--- src/rtl/regfile_wb_arbiter_pkg.sv ---
// Shared constants and types for the register-file writeback arbiter.
// Imported by the arbiter top level and the busy-bit scoreboard.
package rf_pkg;

    localparam int NREG = 32;
    localparam int AW   = 5;
    localparam int DW   = 32;

    localparam logic [AW-1:0] REG_ZERO = 5'd0;

    typedef enum logic [1:0] {
        GNT_NONE,
        GNT_A,
        GNT_B
    } grant_t;

endpackage

--- src/rtl/regfile_wb_arbiter_scoreboard.sv ---
// Busy-bit scoreboard for destination registers with writes in flight.
// Issue sets a bit, the registered write clears it; set beats clear.
module rf_scoreboard
    import rf_pkg::*;
(
    input  logic          clk,
    input  logic          rst,
    input  logic          set_en,
    input  logic [AW-1:0] set_rd,
    input  logic          clr_en,
    input  logic [AW-1:0] clr_rd,
    input  logic [AW-1:0] issue_rd,
    input  logic [AW-1:0] rs1,
    input  logic [AW-1:0] rs2,
    output logic          issue_ok,
    output logic          hazard1,
    output logic          hazard2
);

    logic [NREG-1:0] busy;

    // Later assignment wins, so a same-cycle set overrides the clear.
    always_ff @(posedge clk) begin
        if (rst) begin
            busy <= '0;
        end else begin
            if (clr_en) begin
                busy[clr_rd] <= 1'b0;
            end
            if (set_en && (set_rd != REG_ZERO)) begin
                busy[set_rd] <= 1'b1;
            end
            busy[REG_ZERO] <= 1'b0;
        end
    end

    assign issue_ok = ~busy[issue_rd];
    assign hazard1  = busy[rs1];
    assign hazard2  = busy[rs2];

endmodule

--- src/rtl/regfile_wb_arbiter.sv ---
// Round-robin arbiter sharing the register-file write port between
// the ALU (A) and load unit (B), with a registered write stage.
module regfile_wb_arbiter
    import rf_pkg::*;
(
    input  logic          clk,
    input  logic          rst,
    input  logic          a_valid,
    input  logic [AW-1:0] a_rd,
    input  logic [DW-1:0] a_data,
    output logic          a_ready,
    input  logic          b_valid,
    input  logic [AW-1:0] b_rd,
    input  logic [DW-1:0] b_data,
    output logic          b_ready,
    input  logic          issue_en,
    input  logic [AW-1:0] issue_rd,
    output logic          issue_ok,
    input  logic [AW-1:0] rs1,
    input  logic [AW-1:0] rs2,
    output logic          hazard1,
    output logic          hazard2,
    output logic          wr_en,
    output logic [AW-1:0] wr_addr,
    output logic [DW-1:0] wr_data
);

    grant_t        gnt;
    logic          prio;
    logic          both;
    logic          do_wr;
    logic [AW-1:0] sel_rd;
    logic [DW-1:0] sel_data;

    assign both = a_valid & b_valid;

    // prio=0 favours A on contention, prio=1 favours B.
    always_comb begin
        gnt = GNT_NONE;
        if (!rst) begin
            unique case (1'b1)
                both:                gnt = prio ? GNT_B : GNT_A;
                a_valid & ~b_valid:  gnt = GNT_A;
                ~a_valid & b_valid:  gnt = GNT_B;
                default:             gnt = GNT_NONE;
            endcase
        end
    end

    assign a_ready = (gnt == GNT_A);
    assign b_ready = (gnt == GNT_B);

    always_comb begin
        sel_rd   = a_rd;
        sel_data = a_data;
        if (gnt == GNT_B) begin
            sel_rd   = b_rd;
            sel_data = b_data;
        end
    end

    // x0 requests are consumed but never reach the register file.
    assign do_wr = (gnt != GNT_NONE) && (sel_rd != REG_ZERO);

    always_ff @(posedge clk) begin
        if (rst) begin
            wr_en   <= 1'b0;
            wr_addr <= '0;
            wr_data <= '0;
            prio    <= 1'b0;
        end else begin
            wr_en <= do_wr;
            if (do_wr) begin
                wr_addr <= sel_rd;
                wr_data <= sel_data;
            end
            if (both) begin
                prio <= ~prio;
            end
        end
    end

    rf_scoreboard u_sb (
        .clk      (clk),
        .rst      (rst),
        .set_en   (issue_en),
        .set_rd   (issue_rd),
        .clr_en   (wr_en),
        .clr_rd   (wr_addr),
        .issue_rd (issue_rd),
        .rs1      (rs1),
        .rs2      (rs2),
        .issue_ok (issue_ok),
        .hazard1  (hazard1),
        .hazard2  (hazard2)
    );

endmodule

--- config.mk ---
export PLATFORM = sky130hd
export DESIGN_NAME = regfile_wb_arbiter
export DESIGN_NICKNAME = d
export VERILOG_FILES = /design/src/rtl/regfile_wb_arbiter_pkg.sv /design/src/rtl/regfile_wb_arbiter_scoreboard.sv /design/src/rtl/regfile_wb_arbiter.sv
export SDC_FILE = /design/constraint.sdc
export NUM_CORES = 1
export LEC_CHECK = 0
export BUFFER_PORTS_ARGS = -buffer_cell sky130_fd_sc_hd__buf_4
export CORE_MARGIN = 10
export CORE_UTILIZATION = 53
export CTS_BUF_LIST = sky130_fd_sc_hd__clkbuf_8
export DETAILED_ROUTE_END_ITERATION = 10
export PLACE_DENSITY_LB_ADDON = 0.15
export SLEW_MARGIN = 20
export SYNTH_ARGS = -nofsm -noshare
export SYNTH_HDL_FRONTEND = slang
export SYNTH_HIERARCHICAL = 1
export SYNTH_SLANG_ARGS = --single-unit
--- constraint.sdc ---
create_clock -name clk -period 2.38 [get_ports clk]
set_clock_uncertainty 0.15 [all_clocks]
set_input_delay 0.476 -clock clk [delete_from_list [all_inputs] [get_ports clk]]
set_output_delay 0.476 -clock clk [all_outputs]
set_load 0.01 [all_outputs]
After elaboration in Yosys (flattened, before gate mapping)
Index checks and enable logic that the tools add are counted.
W data, S select, Z words.
- bits in registers: 71
- latch bits: 0
- logic and storage cells: 49
- memory bits (writable): 0
- memories: 0
- ROM bits: 0
- divide/modulo/power cells: 0
- magnitude comparators: 6
- $add $sub $neg: 0
- shift-type cells: 0
- mux-type cells: 18
- multiply operators: 0
- equality and inequality tests: 2
- bitwise operators: 10
- reductions and logical operators: 7
- operator list (operator ; count):
    $mux W32 ; 4
    $and A32 B32 Y32 ; 1
    $not A32 Y32 ; 1
    $or A32 B32 Y32 ; 1
    $lt A5 B6 Y1 const B ; 4
    $bmux W1 S5 ; 3
    $demux W1 S5 ; 2
    $ge A5 B1 Y1 const B ; 2
    $reduce_bool A5 Y1 ; 2
    $pmux W2 S3 ; 1
    $mux W1 ; 5
    $mux W5 ; 1
    $logic_and A1 B1 Y1 ; 4
    $mux W2 ; 2
    $not A1 Y1 ; 4
    $and A1 B1 Y1 ; 3
    $eq A2 B1 Y1 const B ; 1
    $eq A2 B2 Y1 const B ; 1
    $reduce_bool A2 Y1 ; 1

Longest topological paths before layout
- word-level depth: 10
- gate-level depth with buffers: 7

Modules after synthesis
Netlist, hierarchy kept.
- by module, submodules not included (module ; sequential area each (um2) ; cells each ; area an instance (um2) ; instances):
    rf_scoreboard ; 620.6 ; 251 ; 2164.6 ; 1
    regfile_wb_arbiter ; 780.7 ; 194 ; 1983.2 ; 1

Worst setup path after synthesis
Ideal clock, no wire load.
- kind: in2out
- start: in rs1[0]
- end: out hazard1
- buffers on the path: 1
- arrival time: 1.612 ns
- data required time: 1.754 ns
- stages: 5
- slack: 0.142 ns
- path through: buf_6 -> mux4_1 -> nor3b_1 -> a2111oi_0 -> a211o_1
- longest elaborated chain between the ends: 2
- RTL lines (item ; RTL line ; text):
    start: declaration ; regfile_wb_arbiter.sv:19 ; input logic [AW-1:0] rs1,
    $bmux W1 S5 ; regfile_wb_arbiter_scoreboard.sv:38 ; assign hazard1 = busy[rs1];
    $mux W1 (not written as such) ; regfile_wb_arbiter_scoreboard.sv:38 ;
    end: declaration ; regfile_wb_arbiter.sv:21 ; output logic hazard1,
No other way between the ends. The select of a mux whose other input is x is not followed.

Final worst setup path
- start: reg u_sb.busy[4]
- end: out hazard2
- longest elaborated chain between the ends: 2
- RTL lines (item ; RTL line ; text):
    start: declaration ; regfile_wb_arbiter_scoreboard.sv:20 ; logic [NREG-1:0] busy;
    start signal: assignment ; regfile_wb_arbiter_scoreboard.sv:25 ; busy <= '0;
    start signal: indexed assignment ; regfile_wb_arbiter_scoreboard.sv:28 ; busy[clr_rd] <= 1'b0;
    start signal: indexed assignment ; regfile_wb_arbiter_scoreboard.sv:31 ; busy[set_rd] <= 1'b1;
    $bmux W1 S5 ; regfile_wb_arbiter_scoreboard.sv:39 ; assign hazard2 = busy[rs2];
    $mux W1 (not written as such) ; regfile_wb_arbiter_scoreboard.sv:39 ;
    end: declaration ; regfile_wb_arbiter.sv:22 ; output logic hazard2,
No other way between the ends. The select of a mux whose other input is x is not followed.

==> summary.md <==
| Metric | Value |
|---|---|
| Syn Area/Cell | `9.32 sq um` |
| Status | `complete, but fails checks` |
| Critical-path cell list | `buf_6, mux4_2, nor3b_2, a2111oi_0, a211o_1, buf_6` |
| Clk_lat worst skew | `0.33 ns` |
| Register clock-pin slew on the reported worst setup and hold paths | `0.07 ns` |
| Largest net degree at the start of global routing | `36` |
| Combinational share of power | `0.251` |
| Pins Over Slew Limit | `0` |
| Post-synth top flop | `dfxtp_1` |
| Global route overflow | `0` |
| Sequential Power Share | `0.470` |
| Max stage delay on crit path | `0.47 ns` |
| Die width | `108 um` |
| CORE AREA | `7690 sq um` |
| Filler cells | `594` |
| Routed len/inst | `19.7 um` |
| Area delta synth->final | `36.7%` |
| Final setup violation count | `3` |
| Routability cong. | `0.923` |
| Maximum clock frequency | `396 MHz` |
| Hold wc startpoint | `b_data[31]` |
| Hold Path Sink | `wr_data[31]` |
| Sw Ratio | `0.284` |
| P_sw | `791 uW` |
| Req. time, crit path | `1.75 ns` |
| Reg-to-Reg Start | `prio` |
| Crit start category | `register` |
| Clock power share | `0.279` |
| Violated checks | `negative setup slack` |
| Post-synthesis register bit count | `70` |
| Total Routed Length | `13,900 um` |
| Post-synthesis simple-gate area fraction | `0.155` |
| Crit path arrival time | `1.90 ns` |
| Syn nets | `539` |
| Tot Pwr | `2.78 mW` |
| Slew of the pin with the lowest slew margin | `0.680 ns` |
| Worst setup margin | `-0.147 ns` |
| Initial antenna violation count | `0` |
| Register area share after synthesis | `0.338` |
| DR vias/cell | `5.89` |
| Portion of netlist area occupied by mux cells | `0.285` |
| Gr usage total | `0.232` |
| Finished layout cell area | `5670 sq um` |
| Worst hold path depth | `3` |
| Nets@finish | `697` |
| ANT cells | `0` |
| Slew margin rel. | `0.535` |
| Antenna-violating nets left | `0` |
| Drt drc | `0` |
| R2r setup slk | `0.44 ns` |
| Async set-reset flop share out of synthesis | `0` |
| First-pass detailed-route iteration total | `5` |
| Main combinational cell family by area after synthesis | `multiplexers` |
| Via count | `4,160` |
| Minimum clock period | `2.53 ns` |
| Most frequent CP cell | `buf_6` |
| Core Util, Final | `0.737` |
| CTS root buf | `clkbuf_8` |
| Num rows | `32` |
| Post-Synth Adder-Cell Area | `0` |
| First-pass GRT wire length | `21,800 um` |
| FF-to-FF End | `wr_addr[4]` |
| TritonCTS clock tree | `done` |
| Yosys cell types | `52` |
| WS Path Type | `register to output pin` |
| Critical path's top delay family | `multiplexers` |
| Lkg Pwr | `2.41 nW` |
| Share of layout cells above drive strength 1 | `0.369` |
| Clk buf depth | `2` |
| Die Span Y | `108 um` |
| Sum of negative setup slack | `-0.297 ns` |
| H-tree levels | `3` |
| CTS buffer count | `9` |
| CTS hold repair buffers | `0` |
| Internal power | `1.99 mW` |
| Num ports | `137` |
| Initial Util | `0.540` |
| Placed cell area | `5400 sq um` |
| Number of global-route vias before repair | `4,245` |
| Buffers & Inverters on Critical Path | `2` |
| Port bufs | `136` |
| P per Cell Area | `491 nW/um^2` |
| VDD IR max | `390 uV` |
| Final HPWL DP | `11,000 um` |
| Synth Area in XOR/XNOR | `0.00211` |
| Worst reg-to-reg path cell count | `4` |
| Synth Warn # | `6` |
| DR iter-0 viols | `285` |
| Fin crit share | `1.06` |
| Mapped Area | `4150 sq um` |
| Endpoints failing hold | `0` |
| Slowest CP cell | `mux4_2` |
| Worst hold path type | `input pin to register` |
| Crit end category | `output pin` |
| Crit-path max FO | `3` |
| RSZ-0062 raised after global routing | `yes` |
| Die area | `11,800 sq um` |
| EDFF count, synth | `0` |
| Synth Area in Compound Gates | `0.170` |
| Max cap viols | `0` |
| Cell count after synthesis | `445` |
| Sink Count | `70` |
per-stage QoR:
step	hold slack, ns	cells	setup slack [ns]
after floorplan	0.319	445	0.142
after global placement	0.292	691	-0.140
after detailed placement	0.298	691	-0.218
after CTS	0.269	706	-0.130
after global routing	0.280	706	-0.213
final	0.278	706	-0.147
cells in the mapped netlist, types with 3 or more instances:
| master | number | area, sq um |
|---|---|---|
| a2111oi_0 | 5 | 43.8 |
| a21oi_1 | 32 | 160 |
| a22oi_1 | 4 | 30.0 |
| a31oi_1 | 3 | 18.8 |
| and3_1 | 4 | 25.0 |
| and3b_1 | 4 | 35.0 |
| buf_2 | 3 | 15.0 |
| buf_4 | 6 | 45.0 |
| buf_6 | 7 | 78.8 |
| clkbuf_1 | 8 | 30.0 |
| dfxtp_1 | 70 | 1400 |
| inv_1 | 8 | 30.0 |
| mux2_1 | 4 | 45.0 |
| mux2i_1 | 87 | 871 |
| mux4_1 | 3 | 78.8 |
| mux4_2 | 7 | 158 |
| nand2_1 | 74 | 278 |
| nand3_1 | 7 | 35.0 |
| nand3b_1 | 5 | 37.5 |
| nor2_1 | 11 | 41.3 |
| nor2b_1 | 4 | 25.0 |
| nor3_1 | 5 | 25.0 |
| nor3b_1 | 6 | 45.0 |
| o2111ai_1 | 3 | 26.3 |
| o21ai_0 | 32 | 160 |
| o311a_1 | 4 | 40.0 |
| o311ai_0 | 3 | 26.3 |
| o32ai_1 | 3 | 26.3 |
logic make-up (layout without fill, tap and decap cells):
group	after synthesis	count (layout)
buf+inv	34	193
xor+xnor	1	1
flops	70	70
simple gates	132	132
compound gates	105	105
mux	103	103
sequential cells by signal, indices dropped and copies added, names as in the netlist:
signal	count
prio	1
wr_data	32
u_sb/busy	31
wr_en	1
wr_addr	5
routing by layer:
metal,part of all wire,vias to the layer above,track usage
li1,-,1968,-
met1,0.40,1933,0.276
met2,0.46,237,0.372
met3,0.12,22,0.0982
met4,0.019,0,0.0725
met5,0,-,0
layout make-up:
| type | instances | area, sq um | share of cell area |
|---|---|---|---|
| tap | 102 | 128 | 0.0225 |
| timing repair buffer | 172 | 1350 | 0.237 |
| clock inverter | 2 | 12.5 | 0.00221 |
| clock buffer | 10 | 138 | 0.0243 |
| sequential | 70 | 1420 | 0.250 |
| multi-input combinational | 341 | 2600 | 0.458 |
| inverter | 9 | 33.8 | 0.00596 |
cell usage in the layout, fill, tap and decap left out, drive strengths merged, types with 9 or more instances in the layout:
cell type / n
mux4: 10
nand2: 74
dfxtp: 70
mux2i: 87
inv: 9
clkbuf: 10
buf: 172
a21oi: 32
nor2: 12
o21ai: 34
timing repair:
action | CTS | global route
resized for setup | 32 | 2
endpoints found under the setup margin | 3 | 3
pin swaps | 4 | 2
setup buffers | 4 | 0
power by group through the flow:
stage,combinational [mW],sequential [mW],clock [mW]
after detailed placement,0.686,1.33,0
after global routing,0.755,1.32,0.849
after floorplan,0.305,1.35,0
final,0.698,1.31,0.777
after CTS,0.699,1.31,0.800
after global placement,0.670,1.33,0
worst register-to-register path, delay by kind of cell, from the launching register on:
kind             cells  cell delay (ns)
AND/OR/NAND/NOR      1             0.30
AO/OA/AOI/OAI        3             1.11
flip-flops           1             0.32
worst max path at each step:
| stage | endpoint | depth (start not counted) | startpoint |
|---|---|---|---|
| 2_1_floorplan | hazard1 | 5 | rs1[0] |
| 3_3_place_gp | hazard1 | 7 | rs1[1] |
| 3_5_place_dp | hazard1 | 7 | rs1[1] |
| 4_1_cts | hazard2 | 6 | u_sb/busy[4] |
| 5_1_grt | hazard2 | 6 | u_sb/busy[4] |
| 6_report | hazard2 | 6 | u_sb/busy[4] |
No activity file was read; power rests on OpenSTA's default activity.
